<file path="src/rtl/vga_timing_gen_pkg.sv">
// Shared 640x480@60 Hz raster constants and count types, also used by the sprite
// controllers to bound their X0/Y0 positions.
package vga_timing_gen_pkg;

  localparam int CNT_W = 10;

  localparam int VGA_CLK_DIV     = 4;
  localparam int VGA_H_TOTAL     = 800;
  localparam int VGA_H_SYNC      = 96;
  localparam int VGA_H_VIS_START = 144;
  localparam int VGA_H_VIS       = 640;
  localparam int VGA_V_TOTAL     = 525;
  localparam int VGA_V_SYNC      = 2;
  localparam int VGA_V_VIS_START = 35;
  localparam int VGA_V_VIS       = 480;
  localparam int VGA_PIPE_DLY    = 1;

  typedef logic [CNT_W-1:0] cnt_t;
  // One extra bit so a window ending exactly at 1024 stays representable.
  typedef logic [CNT_W:0]   wcnt_t;

  function automatic logic in_window(cnt_t val, wcnt_t lo, wcnt_t hi);
    return ({1'b0, val} >= lo) && ({1'b0, val} < hi);
  endfunction

endpackage

</file>
<file path="src/rtl/vga_timing_gen_if.sv">
// Raster bus between the timing generator (master) and its consumers (slave).
interface vga_timing_gen_if;
  import vga_timing_gen_pkg::*;

  logic en;
  cnt_t hCount;
  cnt_t vCount;
  logic bright;
  logic pix_en;
  logic line_start;
  logic frame_start;
  logic hSync_o;
  logic vSync_o;

  modport master (
    input  en,
    output hCount, vCount, bright, pix_en, line_start, frame_start, hSync_o, vSync_o
  );

  modport slave (
    output en,
    input  hCount, vCount, bright, pix_en, line_start, frame_start, hSync_o, vSync_o
  );

endinterface

</file>
<file path="src/rtl/vga_timing_gen_sync_delay.sv">
// Shift-register delay for an active-low sync line; every stage resets to the
// inactive level so a reset flushes the pipe instead of holding stale syncs.
module sync_delay #(
  parameter int PIPE_DLY = 1
) (
  input  logic clk,
  input  logic rst,
  input  logic din,
  output logic dout
);

  generate
    if (PIPE_DLY == 0) begin : g_comb
      logic unused_clk_rst;
      assign unused_clk_rst = clk ^ rst;
      assign dout = din;
    end else begin : g_pipe
      logic [PIPE_DLY-1:0] sync_p;

      always_ff @(posedge clk) begin
        if (!rst) begin
          sync_p <= '1;
        end else begin
          sync_p[0] <= din;
          for (int i = 1; i < PIPE_DLY; i++) begin
            sync_p[i] <= sync_p[i-1];
          end
        end
      end

      assign dout = sync_p[PIPE_DLY-1];
    end
  endgenerate

endmodule

</file>
<file path="src/rtl/vga_timing_gen.sv">
// Raster counter for the VGA path: pixel-rate tick from the system clock,
// h/v counts, visible-region flag, line/frame pulses and delayed syncs.
module vga_timing_gen
  import vga_timing_gen_pkg::*;
#(
  parameter int CLK_DIV     = VGA_CLK_DIV,
  parameter int H_TOTAL     = VGA_H_TOTAL,
  parameter int H_SYNC      = VGA_H_SYNC,
  parameter int H_VIS_START = VGA_H_VIS_START,
  parameter int H_VIS       = VGA_H_VIS,
  parameter int V_TOTAL     = VGA_V_TOTAL,
  parameter int V_SYNC      = VGA_V_SYNC,
  parameter int V_VIS_START = VGA_V_VIS_START,
  parameter int V_VIS       = VGA_V_VIS,
  parameter int PIPE_DLY    = VGA_PIPE_DLY
) (
  input  logic              clk,
  input  logic              rst,
  vga_timing_gen_if.master  vga
);

  localparam int DIV_W = (CLK_DIV > 2) ? $clog2(CLK_DIV) : 1;

  localparam logic [DIV_W-1:0] DIV_LAST = DIV_W'(CLK_DIV - 1);
  localparam cnt_t  H_LAST  = cnt_t'(H_TOTAL - 1);
  localparam cnt_t  V_LAST  = cnt_t'(V_TOTAL - 1);
  localparam cnt_t  H_SYNC_C = cnt_t'(H_SYNC);
  localparam cnt_t  V_SYNC_C = cnt_t'(V_SYNC);
  localparam wcnt_t H_LO = wcnt_t'(H_VIS_START);
  localparam wcnt_t H_HI = wcnt_t'(H_VIS_START + H_VIS);
  localparam wcnt_t V_LO = wcnt_t'(V_VIS_START);
  localparam wcnt_t V_HI = wcnt_t'(V_VIS_START + V_VIS);

  logic [DIV_W-1:0] div_q;
  cnt_t             h_q;
  cnt_t             v_q;
  logic             line_q;
  logic             frame_q;
  logic             pix_en;
  logic             h_wrap;
  logic             v_wrap;
  logic             hsync_raw;
  logic             vsync_raw;

  assign pix_en = vga.en && (div_q == DIV_LAST);
  assign h_wrap = (h_q == H_LAST);
  assign v_wrap = (v_q == V_LAST);

  always_ff @(posedge clk) begin
    if (!rst) begin
      div_q   <= '0;
      h_q     <= '0;
      v_q     <= '0;
      line_q  <= 1'b0;
      frame_q <= 1'b0;
    end else begin
      if (vga.en) begin
        div_q <= (div_q == DIV_LAST) ? '0 : div_q + 1'b1;
      end
      if (pix_en) begin
        if (h_wrap) begin
          h_q <= '0;
          v_q <= v_wrap ? '0 : v_q + 1'b1;
        end else begin
          h_q <= h_q + 1'b1;
        end
      end
      // Registered so the pulse lands in the first clk showing hCount==0.
      line_q  <= pix_en && h_wrap;
      frame_q <= pix_en && h_wrap && v_wrap;
    end
  end

  assign hsync_raw = !(h_q < H_SYNC_C);
  assign vsync_raw = !(v_q < V_SYNC_C);

  // Syncs are delayed to line up with the registered sprite/ROM pipelines.
  sync_delay #(.PIPE_DLY(PIPE_DLY)) u_hsync (
    .clk  (clk),
    .rst  (rst),
    .din  (hsync_raw),
    .dout (vga.hSync_o)
  );

  sync_delay #(.PIPE_DLY(PIPE_DLY)) u_vsync (
    .clk  (clk),
    .rst  (rst),
    .din  (vsync_raw),
    .dout (vga.vSync_o)
  );

  assign vga.hCount      = h_q;
  assign vga.vCount      = v_q;
  assign vga.bright      = in_window(h_q, H_LO, H_HI) && in_window(v_q, V_LO, V_HI);
  assign vga.pix_en      = pix_en;
  assign vga.line_start  = line_q && vga.en;
  assign vga.frame_start = frame_q && vga.en;

endmodule

</file>
<file path="src/flat_wrapper.sv">
// flat-port wrapper written by rule: the top's interface ports become plain ports
module vga_timing_gen_flat import vga_timing_gen_pkg::*;
#(
  parameter int CLK_DIV     = VGA_CLK_DIV,
  parameter int H_TOTAL     = VGA_H_TOTAL,
  parameter int H_SYNC      = VGA_H_SYNC,
  parameter int H_VIS_START = VGA_H_VIS_START,
  parameter int H_VIS       = VGA_H_VIS,
  parameter int V_TOTAL     = VGA_V_TOTAL,
  parameter int V_SYNC      = VGA_V_SYNC,
  parameter int V_VIS_START = VGA_V_VIS_START,
  parameter int V_VIS       = VGA_V_VIS,
  parameter int PIPE_DLY    = VGA_PIPE_DLY
)
  (clk, rst, vga_en, vga_hCount, vga_vCount, vga_bright, vga_pix_en, vga_line_start, vga_frame_start, vga_hSync_o, vga_vSync_o);
  vga_timing_gen_if vga_i ();
  input  logic clk;
  input  logic rst;
  input wire logic [$bits(vga_i.en)-1:0] vga_en;
  output wire logic [$bits(vga_i.hCount)-1:0] vga_hCount;
  output wire logic [$bits(vga_i.vCount)-1:0] vga_vCount;
  output wire logic [$bits(vga_i.bright)-1:0] vga_bright;
  output wire logic [$bits(vga_i.pix_en)-1:0] vga_pix_en;
  output wire logic [$bits(vga_i.line_start)-1:0] vga_line_start;
  output wire logic [$bits(vga_i.frame_start)-1:0] vga_frame_start;
  output wire logic [$bits(vga_i.hSync_o)-1:0] vga_hSync_o;
  output wire logic [$bits(vga_i.vSync_o)-1:0] vga_vSync_o;
  assign vga_i.en = vga_en;
  assign vga_hCount = vga_i.hCount;
  assign vga_vCount = vga_i.vCount;
  assign vga_bright = vga_i.bright;
  assign vga_pix_en = vga_i.pix_en;
  assign vga_line_start = vga_i.line_start;
  assign vga_frame_start = vga_i.frame_start;
  assign vga_hSync_o = vga_i.hSync_o;
  assign vga_vSync_o = vga_i.vSync_o;
  vga_timing_gen #(.CLK_DIV(CLK_DIV), .H_TOTAL(H_TOTAL), .H_SYNC(H_SYNC), .H_VIS_START(H_VIS_START), .H_VIS(H_VIS), .V_TOTAL(V_TOTAL), .V_SYNC(V_SYNC), .V_VIS_START(V_VIS_START), .V_VIS(V_VIS), .PIPE_DLY(PIPE_DLY)) u_core (.clk(clk), .rst(rst), .vga(vga_i));
endmodule
</file>
<file path="config.mk">
export PLATFORM = sky130hd
export DESIGN_NAME = vga_timing_gen_flat
export DESIGN_NICKNAME = d
export VERILOG_FILES = /design/src/rtl/vga_timing_gen_pkg.sv /design/src/rtl/vga_timing_gen_if.sv /design/src/rtl/vga_timing_gen_sync_delay.sv /design/src/rtl/vga_timing_gen.sv /design/src/flat_wrapper.sv
export SDC_FILE = /design/constraint.sdc
export NUM_CORES = 1
export LEC_CHECK = 0
export ABC_AREA = 1
export CORE_MARGIN = 3
export CORE_UTILIZATION = 43
export CTS_CLUSTER_DIAMETER = 50
export DETAILED_ROUTE_END_ITERATION = 8
export PLACE_DENSITY = 0.79
export SYNTH_ARGS = -nofsm -noshare
export SYNTH_HDL_FRONTEND = slang
export SYNTH_SLANG_ARGS = --single-unit
</file>
<file path="constraint.sdc">
create_clock -name clk -period 2.3 [get_ports clk]
set_input_delay 0.23 -clock clk [delete_from_list [all_inputs] [get_ports clk]]
set_output_delay 0.23 -clock clk [all_outputs]
set_load 0.01 [all_outputs]
</file>
* Yosys cells after proc, flatten, opt, wreduce, memory -nomap -nowiden *
Index checks and enable logic that the tools add are counted.

storage, ports and cells
  word-level logic and storage cells = 33
  register bits after elaboration = 26

cells by class
  reductions and logical operators = 11
  add/sub/neg operators = 3
  eq/ne operators = 3
  $lt $le $gt $ge = 6
  muxes and demuxes = 3

operators with widths
  cell                                                                                   number
  10-bit by 1-bit adder with 10-bit output (second input constant)                       2
  10-bit == test (second input constant)                                                 2
  10-bit < comparator (second input constant)                                            2
  10-bit 2-to-1 mux                                                                      2
  10-bit by 6-bit greater-or-equal comparator with 1-bit output (second input constant)  1
  10-bit by 8-bit greater-or-equal comparator with 1-bit output (second input constant)  1
  10-bit by 2-bit < comparator with 1-bit output (second input constant)                 1
  10-bit by 7-bit < comparator with 1-bit output (second input constant)                 1
  1-bit logical AND                                                                      8
  2-bit by 1-bit adder with 2-bit output (second input constant)                         1
  2-bit == test (second input constant)                                                  1
  1-bit logical NOT                                                                      2
  2-bit 2-to-1 mux                                                                       1
  2-bit AND reduction                                                                    1

* Longest topological paths before layout *
Gate-level depths: netlist of the first run.

  depth after elaboration = 4
  gate-level depth with buffers = 10
  gate-level depth less buffers = 9

* By module *
A second synthesis of the first run with hierarchy kept.

unflattened totals
  cell total of the unflattened synthesis = 230
  area, all modules = 1542.7 µm²

by module, submodules not included
  module          cells an instance  instances  area each (µm²)  sequential area each (µm²)
  vga_timing_gen  224                1          1487.7           480.5
  sync_delay      3                  2          27.5             20.0

* Worst setup path before layout of the first run *
OpenSTA, ideal clock, no wires.

  path kind = register to output
  start point = register u_core.v_q[1] (netlist: u_core.vga.vCount[1])
  end point = output port vga_bright
  path slack = 865 ps
  data arrival time = 1205 ps
  required time = 2070 ps
  cell stages (with the launch flop) = 6
  buffers on the path = 0
  cells stage by stage = dfxtp_1 ha_1 inv_1 nand4_1 a21oi_1 nor3_1

between the ends
  cells in the longest elaborated chain, start to end = 3
  elaborated cells between the ends (all ways) = 4
  those cells by class = order compare (2); reduce/logical (2)

ends and longest elaborated chain
  element                                                                                                      line                      source
  from (decl)                                                                                                  vga_timing_gen.sv:36      cnt_t v_q;
  from (signal assigned)                                                                                       vga_timing_gen.sv:63      v_q <= v_wrap ? '0 : v_q + 1'b1;
  10-bit by 6-bit greater-or-equal comparator with 1-bit output / 10-bit < comparator (equally long branches)  vga_timing_gen_pkg.sv:23  return ({1'b0, val} >= lo) && ({1'b0, val} < hi);
  1-bit logical AND *                                                                                          vga_timing_gen_pkg.sv:23
  1-bit logical AND *                                                                                          vga_timing_gen.sv:94      assign vga.bright = in_window(h_q, H_LO, H_HI) && in_window(v_q, V_LO, V_HI);
  to (decl)                                                                                                    flat_wrapper.sv:22        output wire logic [$bits(vga_i.bright)-1:0] vga_bright;

Mark *: on every way between the ends. The rest lies on a longest branch, timed or not.

* Worst setup path after layout of the first run *
  start point = register u_core.div_q[0]
  end point = output port vga_pix_en

between the ends
  cells in the longest elaborated chain, start to end = 2

ends and longest elaborated chain
  element                 line                  source
  from (decl)             vga_timing_gen.sv:34  logic [DIV_W-1:0] div_q;
  from (signal assigned)  vga_timing_gen.sv:58  div_q <= (div_q == DIV_LAST) ? '0 : div_q + 1'b1;
  2-bit == test           vga_timing_gen.sv:45  assign pix_en = vga.en && (div_q == DIV_LAST);
  1-bit logical AND       vga_timing_gen.sv:45
  to (decl)               flat_wrapper.sv:23    output wire logic [$bits(vga_i.pix_en)-1:0] vga_pix_en;

Every way passes these cells.

==> impl_metrics.toml, run 1 <==
[layout]
syn_to_final_growth_pct = 24.0
diodes = 0
fillers = 321
multi_input_area_um2 = 836
register_area_um2 = 523
layout-drive-gt1-share_pct = 9.80
final_util_pct = 58.7
layout.nets = 264

[worst_hold_path]
hold_path.class = "flip-flop to flip-flop"
hold_start = "u_core.div_q[1]"
holdPathEnd = "u_core.div_q[1]"
holdPathStages = 2

[synthesis]
ys_seq_area_share_pct = 34.3
synthSimpleGateAreaFrac_pct = 42.5
synth_adder_area_share_pct = 4.13
synth_area_um2 = 1520
synthCells = 226
synthArstFlopShare_pct = 0
synth_top_family_by_area = "simple AND/OR/NAND/NOR gates"
ys.flop_type = "dfxtp_1"
synth-seq-cells = 26
synth_compound_area_share_pct = 7.18
synth_fp_nets = 234
synth_area_per_cell_um2 = 6.71
synthXorXnorAreaFrac_pct = 1.16
ys_warn_count = 0
synthMuxAreaShare_pct = 0
yosysUniqueCellTypes = 29
synth_edf_count = 0

[pwr]
ir_worst_vdd_mv = 0.217
p_leak_nw = 0.797
power_mw = 0.742
powerDensity_nw_per_um2 = 395

[floorplanning]
die_w_um = 65.4
fp.coreArea_um2 = 3200
start_util_pct = 47.3
ios = 29
die_h_um = 65.4
dieArea_um2 = 4280
rows = 20

[sta]
fmax_mhz = 518
fin_crit_ns = 1.93
fin_ws_ns = 0.370
final_max_slew_viol_count = 0
slew_headroom_pct = 76.8
fin_worst_skew_ns = 0.00543
worst_pin_slew_ns = 0.346
tns_ns = 0
rsz0062_at_grt = "no"
hold_violations = 0
setup_viol = 0
fin_crit_sh_pct = 83.9

[clock_tree]
clkTransAtPathRegs_ns = 0.15
clk_path_buf_depth = 2
cts_tree = "built"
htreeDepth = 1
clkLatencyLatePin_ns = 0.33
cts_made_buffers = 3
cts_root_buf = "clkbuf_4"
clock_sinks = 26
postCtsSetupBuffers = 0

[route]
vias = 1461
wl_mm = 3.39
drc = 0
drtPass1Iterations = 4
ant_nets = 0
wl_per_cell_um = 11.3
vias_per_cell = 4.89
first_iter_violations = 85

[grt]
grt_pass1_vias = 1356
grt.overflow.total = 0
grt_first_pass_wirelength_mm = 5.77
grt_max_degree = 15
antenna_found_initial = 0
gr-usage-all-layers_pct = 17.1

[worst_setup_path]
critPathCaptureType = "output pin"
reg2reg_slack_ns = 0.71
required_ns = 2.07
reg2reg_to = "u_core.vga.vCount[9]"
cp_max_fo = 8
critPathKind = "flip-flop to output pin"
rr_worst_depth = 8
reg2reg_from = "u_core.vga.hCount[0]"
worstPathArrival_ns = 1.70
crit_path_start_kind = "flip-flop"

[place]
dp_hpwl_mm = 2.61
routabilityCongestion = 0.893
port-buffer-count = 28
pre_cts_ws_ns = 0.394

[job]
max-cap-violations = 0

[status]
status = "complete, no violations"
==> synth_stat cells (all sizes together), types with 2 or more instances <==
cell type  number  area share (%)
a21oi          11             3.6
buf             3             1.4
clkbuf          2            0.58
dfxtp          26              34
ha              5             4.1
inv            34             8.7
nand2          57              16
nand3          15             5.8
nand4           8             3.3
nor2           39              11
nor3           11             4.7
nor3b           2            0.99
o21ai           8             2.6
==> kinds of logic (layout without fill, tap and decap cells) <==
| family | count (synthesis) | count (layout) |
|---|---|---|
| buf+inv | 39 | 68 |
| compound gates | 21 | 21 |
| xor+xnor | 2 | 2 |
| fa+ha+maj | 5 | 5 |
| flops | 26 | 26 |
| simple gates | 133 | 133 |
==> where the power goes <==
part	internal (mW)	switching [mW]	total, mW
clock	0.0970	0.143	0.240
sequential	0.456	0.00341	0.459
combinational	0.0181	0.0243	0.0423
==> timing repair <==
| action | in CTS | in global routing |
|---|---|---|
| hold buffers | 0 | 0 |
| setup endpoints to repair | 0 | 1 |
| gates resized for setup | 0 | 4 |
==> worst max-delay path: stages (launching register included) <==
cell and delay [ns]:
dfxtp_1 0.38, ha_1 0.23, nand2_4 0.11, inv_6 0.11, clkdlybuf4s50_1 0.54
==> metal layers <==
| layer | global-route usage, % | wire length [um] |
|---|---|---|
| met5 | 0 | 0 |
| met4 | 6.74 | 38 |
| met3 | 2.56 | 179 |
| met2 | 27.8 | 1550 |
| met1 | 22.7 | 1620 |
==> sequential cells by signal (all words and copies together) (netlist names) <==
signal,cells
u_core.vga.hCount,10
u_core.u_vsync.dout,1
u_core.div_q,2
u_core.vga.vCount,10
u_core.frame_q,1
u_core.line_q,1
u_core.u_hsync.dout,1
==> cells in the final DEF (no fill, tap or decap) <==
cell type and instances:
ha_2 1, nor3_4 1, clkbuf_4 3, nor2_4 2
inv_1 32, nand2_1 49, nor3_1 9, clkbuf_8 1
nor3_2 1, nor2_2 1, o21ai_0 8, ha_1 4
dlymetal6s2s_1 1, o21bai_1 1, dfxtp_1 24, dfxtp_2 2
nand3b_1 1, nand4_1 8, buf_4 2, nand3_1 14
clkdlybuf4s50_1 27, xor2_1 1, inv_6 1, nand3_4 1
a31oi_1 1, nand2_2 5, xnor2_1 1, a21oi_1 11
inv_2 1, nand2_4 3, nor2_1 36, nor3b_1 2
==> how the worst max path moves through the flow <==
stage / start / to / slack (ns) / depth (start not counted)
finish: u_core.div_q[0] / vga_pix_en / 0.37 / 4
global route: u_core.div_q[0] / vga_pix_en / 0.28 / 4
CTS: u_core.vga.vCount[0] / vga_bright / 0.006 / 6
detailed placement: u_core.vga.vCount[0] / vga_bright / 0.39 / 6
global placement: u_core.vga.vCount[0] / vga_bright / 0.42 / 6
floorplan: u_core.vga.vCount[1] / vga_bright / 0.86 / 5
==> final cells by class <==
| cell class | count | share of cell area (%) |
|---|---|---|
| tap | 44 | 2.93 |
| multi-input combinational | 161 | 44.4 |
| clock buffer | 4 | 1.93 |
| timing repair buffer | 30 | 15.8 |
| sequential | 26 | 27.8 |
| inverter | 34 | 7.05 |
==> metrics by stage <==
stage | cell area, um2 | std cells | hold WS (ns)
floorplan | 1520 | 226 | 0.321
global placement | 1840 | 295 | 0.504
detailed placement | 1840 | 295 | 0.510
CTS | 1870 | 299 | 0.546
global route | 1880 | 299 | 0.574
finish | 1880 | 299 | 0.540
No activity file was read; power rests on OpenSTA's default activity.
==> run 2, diff against run 1 <==
==> constraint.sdc (replaced) <==
create_clock -name clk -period 2.03 [get_ports clk]
set_input_delay 0.203 -clock clk [delete_from_list [all_inputs] [get_ports clk]]
set_output_delay 0.203 -clock clk [all_outputs]
set_load 0.01 [all_outputs]
==> run 2 against run 1 <==
  * Setup slack lost 0.20 ns
  * Die area is the same
  * Critical endpoint unchanged
  * Sequential share of layout area shrank 0.15 points
  * Utilization grew 0.31 points
  * Final cell count grew 1.0%
  * Via count grew 3.3%
==> impl_metrics.toml, run 2 (same netlist as run 1, synthesis figures left out) <==
[status]
status = "complete, no violations"

[worst_setup_path]
critical_path.startpoint = "u_core.div_q[0]"
reg2reg_from = "u_core.vga.hCount[1]"
critPathCaptureType = "output pin"
critPathKind = "flip-flop to output pin"
cp_max_fo = 8
crit_path_start_kind = "flip-flop"
worstPathArrival_ns = 1.66
required_ns = 1.83

[floorplanning]
die_w_um = 65.4
start_util_pct = 47.3
ios = 29
fp.coreArea_um2 = 3200
die_h_um = 65.4
dieArea_um2 = 4280
rows = 20

[clock_tree]
cts_root_buf = "clkbuf_4"
clock_sinks = 26
ctsResizeCount = 3
htreeDepth = 1
clkTransAtPathRegs_ns = 0.15
cts_tree = "built"
cts_made_buffers = 3
postCtsSetupBuffers = 0
clkLatencyLatePin_ns = 0.33
clk_path_buf_depth = 2
hold_buffers = 0

[route]
drc = 0
first_iter_violations = 82
vias_per_cell = 5.00
drtPass1Iterations = 5
wl_per_cell_um = 11.5
vias = 1509
ant_nets = 0
wl_mm = 3.46

[layout]
final_cell_mix = "nand2_1, nor2_1, inv_1"
final_common_cell = "nand2_1"
syn_to_final_growth_pct = 24.7
final_util_pct = 59.0
diodes = 0
layout-drive-gt1-share_pct = 10.5
fin_area_um2 = 1890
stdcell_count = 302
fillers = 324
layout.nets = 268

[worst_hold_path]
hold_start = "u_core.vga.vCount[0]"
hold_path.class = "flip-flop to flip-flop"

[sta]
rsz0062_at_grt = "no"
fin_worst_skew_ns = 0.0111
holdWs_ns = 0.534
slew_headroom_pct = 75.3
worst_pin_slew_ns = 0.367
final_max_slew_viol_count = 0
hold_violations = 0
fin_crit_sh_pct = 91.8
tns_ns = 0
fmax_mhz = 537
fin_ws_ns = 0.167
fin_crit_ns = 1.86
setup_viol = 0

[pwr]
combPwrFrac_pct = 6.1
intPower_mw = 0.607
p_leak_nw = 0.800
p_switching_mw = 0.189
p_clk_share_pct = 28.5
power_mw = 0.795
p_sw_share_pct = 23.7
pwr-share-seq_pct = 65.4
ir_worst_vdd_mv = 0.315
powerDensity_nw_per_um2 = 421

[grt]
grt_pass1_vias = 1323
grt.overflow.total = 0
gr-usage-all-layers_pct = 17.5
grt_first_pass_wirelength_mm = 5.84
antenna_found_initial = 0
grt_max_degree = 14

[place]
pre_cts_ws_ns = 0.247
dp_hpwl_mm = 2.67
dp.cells = 299
routabilityCongestion = 0.835
port-buffer-count = 28
dpl-instance-area_um2 = 1870

[job]
max-cap-violations = 0
==> run 2: layout make-up <==
class | count | area [um2] | share of cell area (%)
multi-input cells | 161 | 833 | 44.1
flip-flops and latches | 26 | 523 | 27.7
repair buffers | 34 | 324 | 17.1
inverters | 34 | 133 | 7.02
well taps | 44 | 55.1 | 2.91
clock buffers | 3 | 22.5 | 1.19
==> run 2: per-layer routing <==
layer / vias to the layer above / share of wire (%) / GRT usage, % / wire length [um]
met4: 0 / 1.3 / 7.51 / 46
li1: 786 / - / - / -
met3: 5 / 7.2 / 3.59 / 248
met1: 672 / 49 / 24.2 / 1680
met5: - / 0 / 0 / 0
met2: 46 / 43 / 26.3 / 1490
==> run 2: final timing paths <==
check                                            end  slack (ns)  cells after the start
worst min register to register  u_core.vga.vCount[0]        0.53                      2
worst max-delay path                      vga_pix_en        0.17                      4
worst min-delay path            u_core.vga.vCount[0]        0.53                      2
worst max register to register  u_core.vga.vCount[9]        0.45                      9
==> run 2: worst max-delay path: stages (launching register included) <==
cell             delay (ns)
dfxtp_1                0.37
ha_1                   0.22
nand2_4                0.11
inv_6                  0.11
clkdlybuf4s50_1        0.54
==> run 2: power groups by stage <==
stage | clock (mW) | combinational [mW] | sequential [mW]
after floorplan | 0 | 0.0256 | 0.533
after global placement | 0 | 0.0480 | 0.532
after detailed placement | 0 | 0.0492 | 0.532
after CTS | 0.235 | 0.0494 | 0.521
after global routing | 0.258 | 0.0542 | 0.522
final | 0.226 | 0.0485 | 0.521
==> run 3, diff against run 2 <==
--- a/config.mk
+++ b/config.mk
@@ -11,6 +11,7 @@
 export CTS_CLUSTER_DIAMETER = 50
 export DETAILED_ROUTE_END_ITERATION = 8
 export PLACE_DENSITY = 0.79
+export SLEW_MARGIN = 5
 export SYNTH_ARGS = -nofsm -noshare
 export SYNTH_HDL_FRONTEND = slang
 export SYNTH_SLANG_ARGS = --single-unit
==> results of run 3 <==
Final layout, timing and power as in run 2 (identical DEF).
